==> config.mk <==
export PLATFORM = sky130hd
export DESIGN_NAME = enigma_stream_decoder_flat
export DESIGN_NICKNAME = d
export VERILOG_FILES = /design/src/rtl/enigma_stream_decoder_if.sv /design/src/rtl/enigma_stream_decoder.sv /design/src/flat_wrapper.sv
export SDC_FILE = /design/constraint.sdc
export NUM_CORES = 1
export LEC_CHECK = 0
export ABC_AREA = 1
export BUFFER_PORTS_ARGS = -buffer_cell sky130_fd_sc_hd__buf_2
export CAP_MARGIN = 0
export CORE_UTILIZATION = 54
export CTS_BUF_LIST = sky130_fd_sc_hd__clkbuf_4 sky130_fd_sc_hd__clkbuf_8
export DETAILED_ROUTE_END_ITERATION = 6
export PLACE_DENSITY = 0.8
export SLEW_MARGIN = 20
export SYNTH_ARGS = -nofsm -noshare
export SYNTH_HDL_FRONTEND = slang
export SYNTH_SLANG_ARGS = --single-unit
export TNS_END_PERCENT = 100
==> constraint.sdc <==
create_clock -name clk -period 4.1 [get_ports clk]
set_clock_uncertainty 0.05 [all_clocks]
set_input_delay 0.82 -clock clk [delete_from_list [all_inputs] [get_ports clk]]
set_output_delay 0.82 -clock clk [all_outputs]
set_load 0.03 [all_outputs]
==> src/rtl/enigma_stream_decoder_if.sv <==
// Byte stream bundle for the Enigma receive decoder.
// The ciphertext input stream and the plaintext output stream each carry
// valid/ready, data and last. The decoder takes the slave modport; the
// side that feeds ciphertext and consumes plaintext takes the master modport.
interface enigma_stream_decoder_if;
    logic       in_valid;
    logic       in_ready;
    logic [7:0] in_data;
    logic       in_last;
    logic       out_valid;
    logic       out_ready;
    logic [7:0] out_data;
    logic       out_last;

    modport master (
        output in_valid, in_data, in_last, out_ready,
        input  in_ready, out_valid, out_data, out_last
    );

    modport slave (
        input  in_valid, in_data, in_last, out_ready,
        output in_ready, out_valid, out_data, out_last
    );
endinterface

==> src/rtl/enigma_stream_decoder.sv <==
// Enigma receive-side block decoder.
// Ciphertext bytes are decrypted as they are accepted, using a stepping
// Caesar rotor keyed by key_i. The decrypted bytes go into a block buffer.
// The whole block is then replayed in order on the output stream.
// Filling and draining never overlap.
//
// state | meaning
// FILL  | accepting ciphertext, decrypting into the buffer
// DRAIN | replaying the buffered plaintext block, input stalled
module enigma_stream_decoder #(
    parameter int BLOCK_LEN = 16,
    parameter int ALPHA     = 26
) (
    input  logic                     clk,
    input  logic                     rst_n,
    input  logic [7:0]               key_i,
    enigma_stream_decoder_if.slave   bus
);

    localparam int IW = $clog2(BLOCK_LEN);
    localparam int RW = $clog2(ALPHA);
    localparam logic [IW-1:0] LAST_IDX  = IW'(BLOCK_LEN - 1);
    localparam logic [RW-1:0] ROT_MAX   = RW'(ALPHA - 1);
    localparam logic [5:0]    ALPHA6    = 6'(ALPHA);

    typedef enum logic {
        S_FILL  = 1'b0,
        S_DRAIN = 1'b1
    } state_t;

    state_t        state_q, state_d;
    logic          rdy_q;
    logic [IW-1:0] wr_idx_q, wr_idx_d;
    logic [IW-1:0] rd_idx_q, rd_idx_d;
    logic [IW-1:0] last_idx_q, last_idx_d;
    logic [RW-1:0] rot_q, rot_d;
    logic [7:0]    mem_q [BLOCK_LEN];

    logic          in_ready;
    logic          accept;
    logic          wr_en;
    logic [RW-1:0] key_mod;
    logic [RW-1:0] sh;
    logic [RW-1:0] sh_next;
    logic          is_letter;
    logic [5:0]    ltr_idx;
    logic [5:0]    ltr_sum;
    logic [5:0]    ltr_red;
    logic [7:0]    plain;

    // rdy_q keeps in_ready low until the first clock after reset is released.
    assign in_ready     = rdy_q && (state_q == S_FILL);
    assign accept       = bus.in_valid && in_ready;
    assign bus.in_ready = in_ready;

    // Rotor position for the byte being accepted. Byte 0 of a block uses the
    // live key; every later byte uses the position stepped from the previous one.
    always_comb begin
        key_mod = RW'(key_i % 8'(ALPHA));
        sh      = (wr_idx_q == '0) ? key_mod : rot_q;
        sh_next = (sh == ROT_MAX) ? '0 : sh + 1'b1;
    end

    // Inverse Caesar on capital letters. All other bytes pass through unchanged.
    always_comb begin
        is_letter = (bus.in_data >= 8'h41) && (bus.in_data <= 8'h5A);
        ltr_idx   = 6'(bus.in_data - 8'h41);
        ltr_sum   = ltr_idx + ALPHA6 - 6'(sh);
        ltr_red   = (ltr_sum >= ALPHA6) ? (ltr_sum - ALPHA6) : ltr_sum;
        plain     = is_letter ? (8'h41 + {2'b00, ltr_red}) : bus.in_data;
    end

    // Next-state, index and rotor update.
    always_comb begin
        state_d    = state_q;
        wr_idx_d   = wr_idx_q;
        rd_idx_d   = rd_idx_q;
        last_idx_d = last_idx_q;
        rot_d      = rot_q;
        wr_en      = 1'b0;
        case (state_q)
            S_FILL: begin
                if (accept) begin
                    wr_en = 1'b1;
                    rot_d = sh_next;
                    if (bus.in_last || (wr_idx_q == LAST_IDX)) begin
                        last_idx_d = wr_idx_q;
                        wr_idx_d   = '0;
                        rd_idx_d   = '0;
                        state_d    = S_DRAIN;
                    end else begin
                        wr_idx_d = wr_idx_q + 1'b1;
                    end
                end
            end
            S_DRAIN: begin
                if (bus.out_ready) begin
                    if (rd_idx_q == last_idx_q) begin
                        rd_idx_d = '0;
                        wr_idx_d = '0;
                        state_d  = S_FILL;
                    end else begin
                        rd_idx_d = rd_idx_q + 1'b1;
                    end
                end
            end
            default: state_d = S_FILL;
        endcase
    end

    // Control registers. An asynchronous reset drops any partial or pending block.
    always_ff @(posedge clk or negedge rst_n) begin
        if (!rst_n) begin
            state_q    <= S_FILL;
            rdy_q      <= 1'b0;
            wr_idx_q   <= '0;
            rd_idx_q   <= '0;
            last_idx_q <= '0;
            rot_q      <= '0;
        end else begin
            state_q    <= state_d;
            rdy_q      <= 1'b1;
            wr_idx_q   <= wr_idx_d;
            rd_idx_q   <= rd_idx_d;
            last_idx_q <= last_idx_d;
            rot_q      <= rot_d;
        end
    end

    // Block buffer. It has no reset because its contents are don't-care until written.
    always_ff @(posedge clk) begin
        if (wr_en) begin
            mem_q[wr_idx_q] <= plain;
        end
    end

    // Output stream. It is driven straight from registered state, so it holds
    // steady while the consumer stalls.
    always_comb begin
        bus.out_valid = (state_q == S_DRAIN);
        bus.out_data  = (state_q == S_DRAIN) ? mem_q[rd_idx_q] : 8'h00;
        bus.out_last  = (state_q == S_DRAIN) && (rd_idx_q == last_idx_q);
    end

endmodule

==> src/flat_wrapper.sv <==
// flat-port wrapper written by rule: the top's interface ports become plain ports
module enigma_stream_decoder_flat 
#(
    parameter int BLOCK_LEN = 16,
    parameter int ALPHA     = 26
)
  (clk, rst_n, key_i, bus_in_valid, bus_in_data, bus_in_last, bus_out_ready, bus_in_ready, bus_out_valid, bus_out_data, bus_out_last);
  enigma_stream_decoder_if bus_i ();
  input  logic clk;
  input  logic rst_n;
  input  logic [7:0] key_i;
  input wire logic [$bits(bus_i.in_valid)-1:0] bus_in_valid;
  input wire logic [$bits(bus_i.in_data)-1:0] bus_in_data;
  input wire logic [$bits(bus_i.in_last)-1:0] bus_in_last;
  input wire logic [$bits(bus_i.out_ready)-1:0] bus_out_ready;
  output wire logic [$bits(bus_i.in_ready)-1:0] bus_in_ready;
  output wire logic [$bits(bus_i.out_valid)-1:0] bus_out_valid;
  output wire logic [$bits(bus_i.out_data)-1:0] bus_out_data;
  output wire logic [$bits(bus_i.out_last)-1:0] bus_out_last;
  assign bus_i.in_valid = bus_in_valid;
  assign bus_i.in_data = bus_in_data;
  assign bus_i.in_last = bus_in_last;
  assign bus_i.out_ready = bus_out_ready;
  assign bus_in_ready = bus_i.in_ready;
  assign bus_out_valid = bus_i.out_valid;
  assign bus_out_data = bus_i.out_data;
  assign bus_out_last = bus_i.out_last;
  enigma_stream_decoder #(.BLOCK_LEN(BLOCK_LEN), .ALPHA(ALPHA)) u_core (.clk(clk), .rst_n(rst_n), .key_i(key_i), .bus(bus_i));
endmodule
Word level (Yosys, flattened, before mapping)
Memory sizes are Yosys's and may differ from the RTL's. Index checks and enable logic that the tools add are counted.

Bits in registers: 19. Bits in writable memories: 128. Input bits: 21. Output and inout port bits: 11. Logic and storage cells: 61. Memories kept: 1.

Add/sub/neg operators: 8. Div/mod/pow operators: 1. $lt $le $gt $ge: 3. Equal/unequal tests: 7. Mux-type cells: 24. Bitwise logic cells: 1. Reduce and logical (&&, ||, !) cells: 10.

Memories: u_core.mem_q (depth 16, width 8, read ports 1, clocked after memory_dff 0, write ports 1, line enigma_stream_decoder.sv:37) `logic [7:0] mem_q [BLOCK_LEN];`.

Operators by type and width (count): two-way mux 4 bit (8); two-way mux 8 bit (2); case mux 4 bit (2 select lines) (2); two-way mux 5 bit (2); AND reduction 3 bit (3); adder 4 x 1 -> 4 bit (second input constant) (2); adder 7 x 6 -> 8 bit (first input constant) (1); >= comparator 8 x 7 -> 1 bit (second input constant) (1); <= comparator 8 x 7 -> 1 bit (second input constant) (1); remainder unit 8 x 5 -> 8 bit (second input constant) (1); two-way mux 1 bit (8); adder 6 x 5 -> 6 bit (second input constant) (1); >= comparator 6 x 5 -> 1 bit (second input constant) (1); two-way mux 6 bit (1); != test 2 bit (second input constant) (3); subtractor 6 x 1 -> 6 bit (second input constant) (1); subtractor 6 x 5 -> 6 bit (1); subtractor 6 x 5 -> 6 bit (second input constant) (1); adder 5 x 1 -> 5 bit (second input constant) (1); equality test 5 bit (second input constant) (1); equality test 4 bit (1); equality test 4 bit (second input constant) (1); logical AND 1 bit (4); logical NOT 4 bit (1); other kinds (5) (5).

Logic depth before layout (Yosys ltp)
Word-level depth: 7. Depth in mapped cells: 37. Depth with buffers taken out: 37.

Worst setup path after synthesis
OpenSTA, ideal clock, no wires.

Path type: in2reg. From: input key_i[7]. To: memory u_core.mem_q[0][4] (data pin). Data arrival time: 4.970 ns. Required time: 3.766 ns. Setup slack: -1.203 ns. Cell stages on the path: 32. Buffers on the path: 0. Cell sequence: nand2_2 -> inv_2 -> nand2_2 -> nand2_1 -> nor2_4 -> nand2_4 -> nand2_4 -> nand2_1 -> nand2_2 -> nand3_4 -> nand2_4 -> nand2_2 -> and2_1 -> ha_1 -> nand2_2 -> nand3_2 -> nand2_4 -> inv_2 -> ha_1 -> fa_1 -> nand2_1 -> inv_2 -> nor2_1 -> nor2_1 -> nor2_1 -> xor2_1 -> nand3_1 -> xor2_1 -> ha_1 -> nand3_1 -> xnor2_1 -> o21ai_1.

Word-level cells in the longest chain between the ends: 7. Elaborated cells between the ends (all ways): 8. Classes of those cells: add/sub (3); div (1); order compare (1); mux (3).

RTL lines: start, declared (line flat_wrapper.sv:11) `input logic [7:0] key_i;`; remainder unit 8 x 5 -> 8 bit (*) (line enigma_stream_decoder.sv:59) `key_mod = RW'(key_i % 8'(ALPHA));`; two-way mux 5 bit (*) (line enigma_stream_decoder.sv:60) `sh = (wr_idx_q == '0) ? key_mod : rot_q;`; subtractor 6 x 5 -> 6 bit (*) (line enigma_stream_decoder.sv:68) `ltr_sum = ltr_idx + ALPHA6 - 6'(sh);`; subtractor 6 x 5 -> 6 bit or >= comparator 6 x 5 -> 1 bit (tied branches) (line enigma_stream_decoder.sv:69) `ltr_red = (ltr_sum >= ALPHA6) ? (ltr_sum - ALPHA6) : ltr_sum;`; two-way mux 6 bit (*) (line enigma_stream_decoder.sv:69); adder 7 x 6 -> 8 bit (*) (line enigma_stream_decoder.sv:70) `plain = is_letter ? (8'h41 + {2'b00, ltr_red}) : bus.in_data;`; two-way mux 8 bit (*) (line enigma_stream_decoder.sv:70); net u_core.plain[4] (line enigma_stream_decoder.sv:49) `logic [7:0] plain;`; end, declared (line enigma_stream_decoder.sv:37).

The timed path passes the listed nets; every way through them passes the cells marked *.

Worst setup path after layout
Ends and elaborated chain as after synthesis.

==> summary.txt <==
final hold slack - 0.283 ns
CP required - 4.24 ns
H-tree depth - 4
global route total overflow - 0
CTS tree - done
NetSw - 3.39 mW
critical path data arrival time - 5.18 ns
setup TNS - -69.57 ns
Core Util, Final - 70.9%
Die Footprint - 13600 sq um
FF+latch area - 4320 sq um
Reg2Reg Setup Slack - 0.02 ns
RR Startpoint - u_core.wr_idx_q[0]
register share of total power - 23.5%
CTS sink count - 147
Avg Vias per Cell - 6.03
Multi-input gate area - 3000 sq um
cell mode on critical path - nand2_4
layout cells sized above 1 - 29.8%
internal cell power - 4.62 mW
top cell type's share of synthesized area - 54.1%
vias in the first global route - 5478
first drt pass iteration count - 5
core area - 12700 sq um
DRC - 0
largest net degree at the start of global routing - 68
syn_nets - 709
RSZ-0062 raised after global routing - true
Die X - 117 microns
Netlist Area Pre-Place - 7110 sq um
FF+latch count, synth - 147
antenna violations before repair - 0
fillers - 838
leakage - 3.47 nW
Clock Tree Buf Depth - 2
leading cell types by count after synthesis - 128 x edfxtp_1, 98 x nor2_1, 76 x o21ai_0
top cells by area, synth - edfxtp_1 54%, dfrtp_1 6.7%, o21ai_0 5.4%, nor2_1 5.2%, nand2_1 3.8%
Max FO, Critical Path - 8
type of origin of the critical path - primary input
slew of the pin with the lowest slew margin - 0.947 ns
Hold Vio Cnt, Final - 0
Antenna Nets Post-Route - 0
clock share of power - 12.8%
global-route wire length before repair - 27800 microns
relative slew slack - 36.7%
Iter 0 DRT Violations - 692
Post-DP HPWL - 10600 microns
most frequent cell after synthesis - edfxtp_1
Seq/Total Area, Yosys - 60.8%
final setup vio count - 80
Total GRT Usage - 27.9%
worst slack, placed - -1.52 ns
failing checks - negative setup slack
FF-to-FF path depth - 24
Clock Pin Slew Worst Setup and Hold Paths - 0.08 ns
Buffers on Ports - 31
period utilisation layout - 123%
drt wl/cell - 19.9 microns
Synth cell types - 42
Max Freq - 198 MHz
worst-case vdd ir drop - 1.53 mV
clk root buf - clkbuf_8
slowest library cell on the worst path - fa_2
Logic pwr share - 63.7%
Primary FF master, synth - edfxtp_1
Finished Cell Area - 9020 sq um
vias post-DR - 5689
post-synth top area cell - edfxtp_1
MaxCap Viol Count - 0
CP endpoint kind - flip-flop
Power Dens Cells - 888 nW/um^2
status - finished, violations left
IO Pins - 32
Mapped Cells - 668
Starting Density - 55.9%
fin crit period - 5.04 ns
Switching Share - 42.3%
GP Congestion - 0.866
Cell Area, Placed - 7880 sq um
CTS Buf Count - 17
ys async rst share - 12.9%
die height - 117 microns
Hold WC Path Type - primary input to asynchronous set/reset pin
Crit Reg-Reg Endpoint - u_core.mem_q[0][4]
EDFF count, synth - 128
delay of the slowest critical-path stage - 0.35 ns
WS Path Type - primary input to flip-flop
area grow syn2layout - 26.9%
Slew Limit Fails - 0
Syn Area/Cell - 10.6 sq um
drt total wl - 18800 microns
fin nets - 803
antenna cells - 0
Clk Latency, worst-skew pair - 0.43 ns
Rows - 41
Yosys warnings - 0
final worst slack - -0.941 ns
cell type report:
type / instances / share of cell area, %
clock buffers: 17 / 2.59
clock inverters: 12 / 1.32
inverters: 51 / 2.44
multi-input cells: 440 / 33.2
flip-flops and latches: 147 / 47.9
well taps: 172 / 2.39
repair buffers: 105 / 10.2
cell families after synthesis:
| kind of cell | Yosys count | synth area share, % |
|---|---|---|
| xor gates and xnor gates | 15 | 1.85 |
| adders and majority gates | 20 | 3.63 |
| and+or+nand+nor | 257 | 17.0 |
| buffers and inverters | 81 | 4.30 |
| DFF | 147 | 60.8 |
| other | 1 | 0.0528 |
| AOI/OAI and AO/OA | 147 | 12.4 |
sequential cells by signal, indices dropped and copies added, names as in the netlist:
register,count
u_core.bus.out_valid,1
u_core.rdy_q,1
u_core.mem_q,128
u_core.rot_q,5
u_core.last_idx_q,4
u_core.wr_idx_q,4
u_core.rd_idx_q,4
critical path: cells and delay by family:
| family | cells | cell delay (ns) |
|---|---|---|
| AND/OR/NAND/NOR | 25 | 2.11 |
| adder cells (fa/ha/maj) | 4 | 0.94 |
| XOR/XNOR | 3 | 0.67 |
| buffers and inverters | 6 | 0.52 |
| AO/OA/AOI/OAI | 1 | 0.10 |
through the flow:
stage | total power, mW | std cells
floorplan | 4.15 | 668
global placement | 5.18 | 890
detailed placement | 5.29 | 890
CTS | 7.15 | 940
global route | 8.46 | 944
finish | 8.01 | 944
power groups by stage:
stage / registers [mW] / logic, mW / clock network [mW]
floorplan: 1.91 / 2.24 / 0
global placement: 1.90 / 3.27 / 0
detailed placement: 1.91 / 3.38 / 0
CTS: 1.87 / 4.25 / 1.02
global route: 1.89 / 5.48 / 1.09
finish: 1.88 / 5.10 / 1.03
placed cells by master (no fill, tap or decap), types with 8 or more instances in the layout:
cell      netlist  layout
edfxtp_1      128     128
buf_2           1      27
xor2_1         11       8
ha_1           19      12
nor2_1         98      93
inv_1          39      37
nor2_4          3       8
nand2_4         6      18
a21oi_1        15      12
nand2_1        72      56
dfrtp_1        19      19
o21ai_0        76      75
nand3_1        34      28
nand2_2        16      18
buf_4           0      59
o221ai_1       25      25
clkbuf_8        0      17
o22ai_1         9       9
o211ai_1        8       8
worst max-delay path by stage:
stage,start,end,slack (ns),cells past startpoint
finish,key_i[7],u_core.mem_q[0][4],-0.94,39
global route,key_i[7],u_core.mem_q[4][4],-1.15,39
CTS,key_i[7],u_core.mem_q[9][4],-0.76,38
detailed placement,key_i[6],u_core.mem_q[11][5],-1.52,33
global placement,key_i[6],u_core.mem_q[10][5],-1.34,36
floorplan,key_i[6],u_core.mem_q[0][4],-0.96,36
routing by layer:
| metal | wire length (microns) | vias to the layer above | GRT usage (%) |
|---|---|---|---|
| li1 | - | 2561 | - |
| met1 | 7110 | 2762 | 34.0 |
| met2 | 9580 | 318 | 48.4 |
| met3 | 1530 | 48 | 5.09 |
| met4 | 536 | 0 | 12.7 |
| met5 | 0 | - | 0 |
what timing repair did:
action	in CTS	in global routing
hold endpoints to repair	0	0
gates cloned	2	2
setup buffers	19	2
hold buffers	0	0
gates resized for setup	55	45
pin swaps	41	15
setup endpoints to repair	80	80
(Power assumes the default switching activity.)
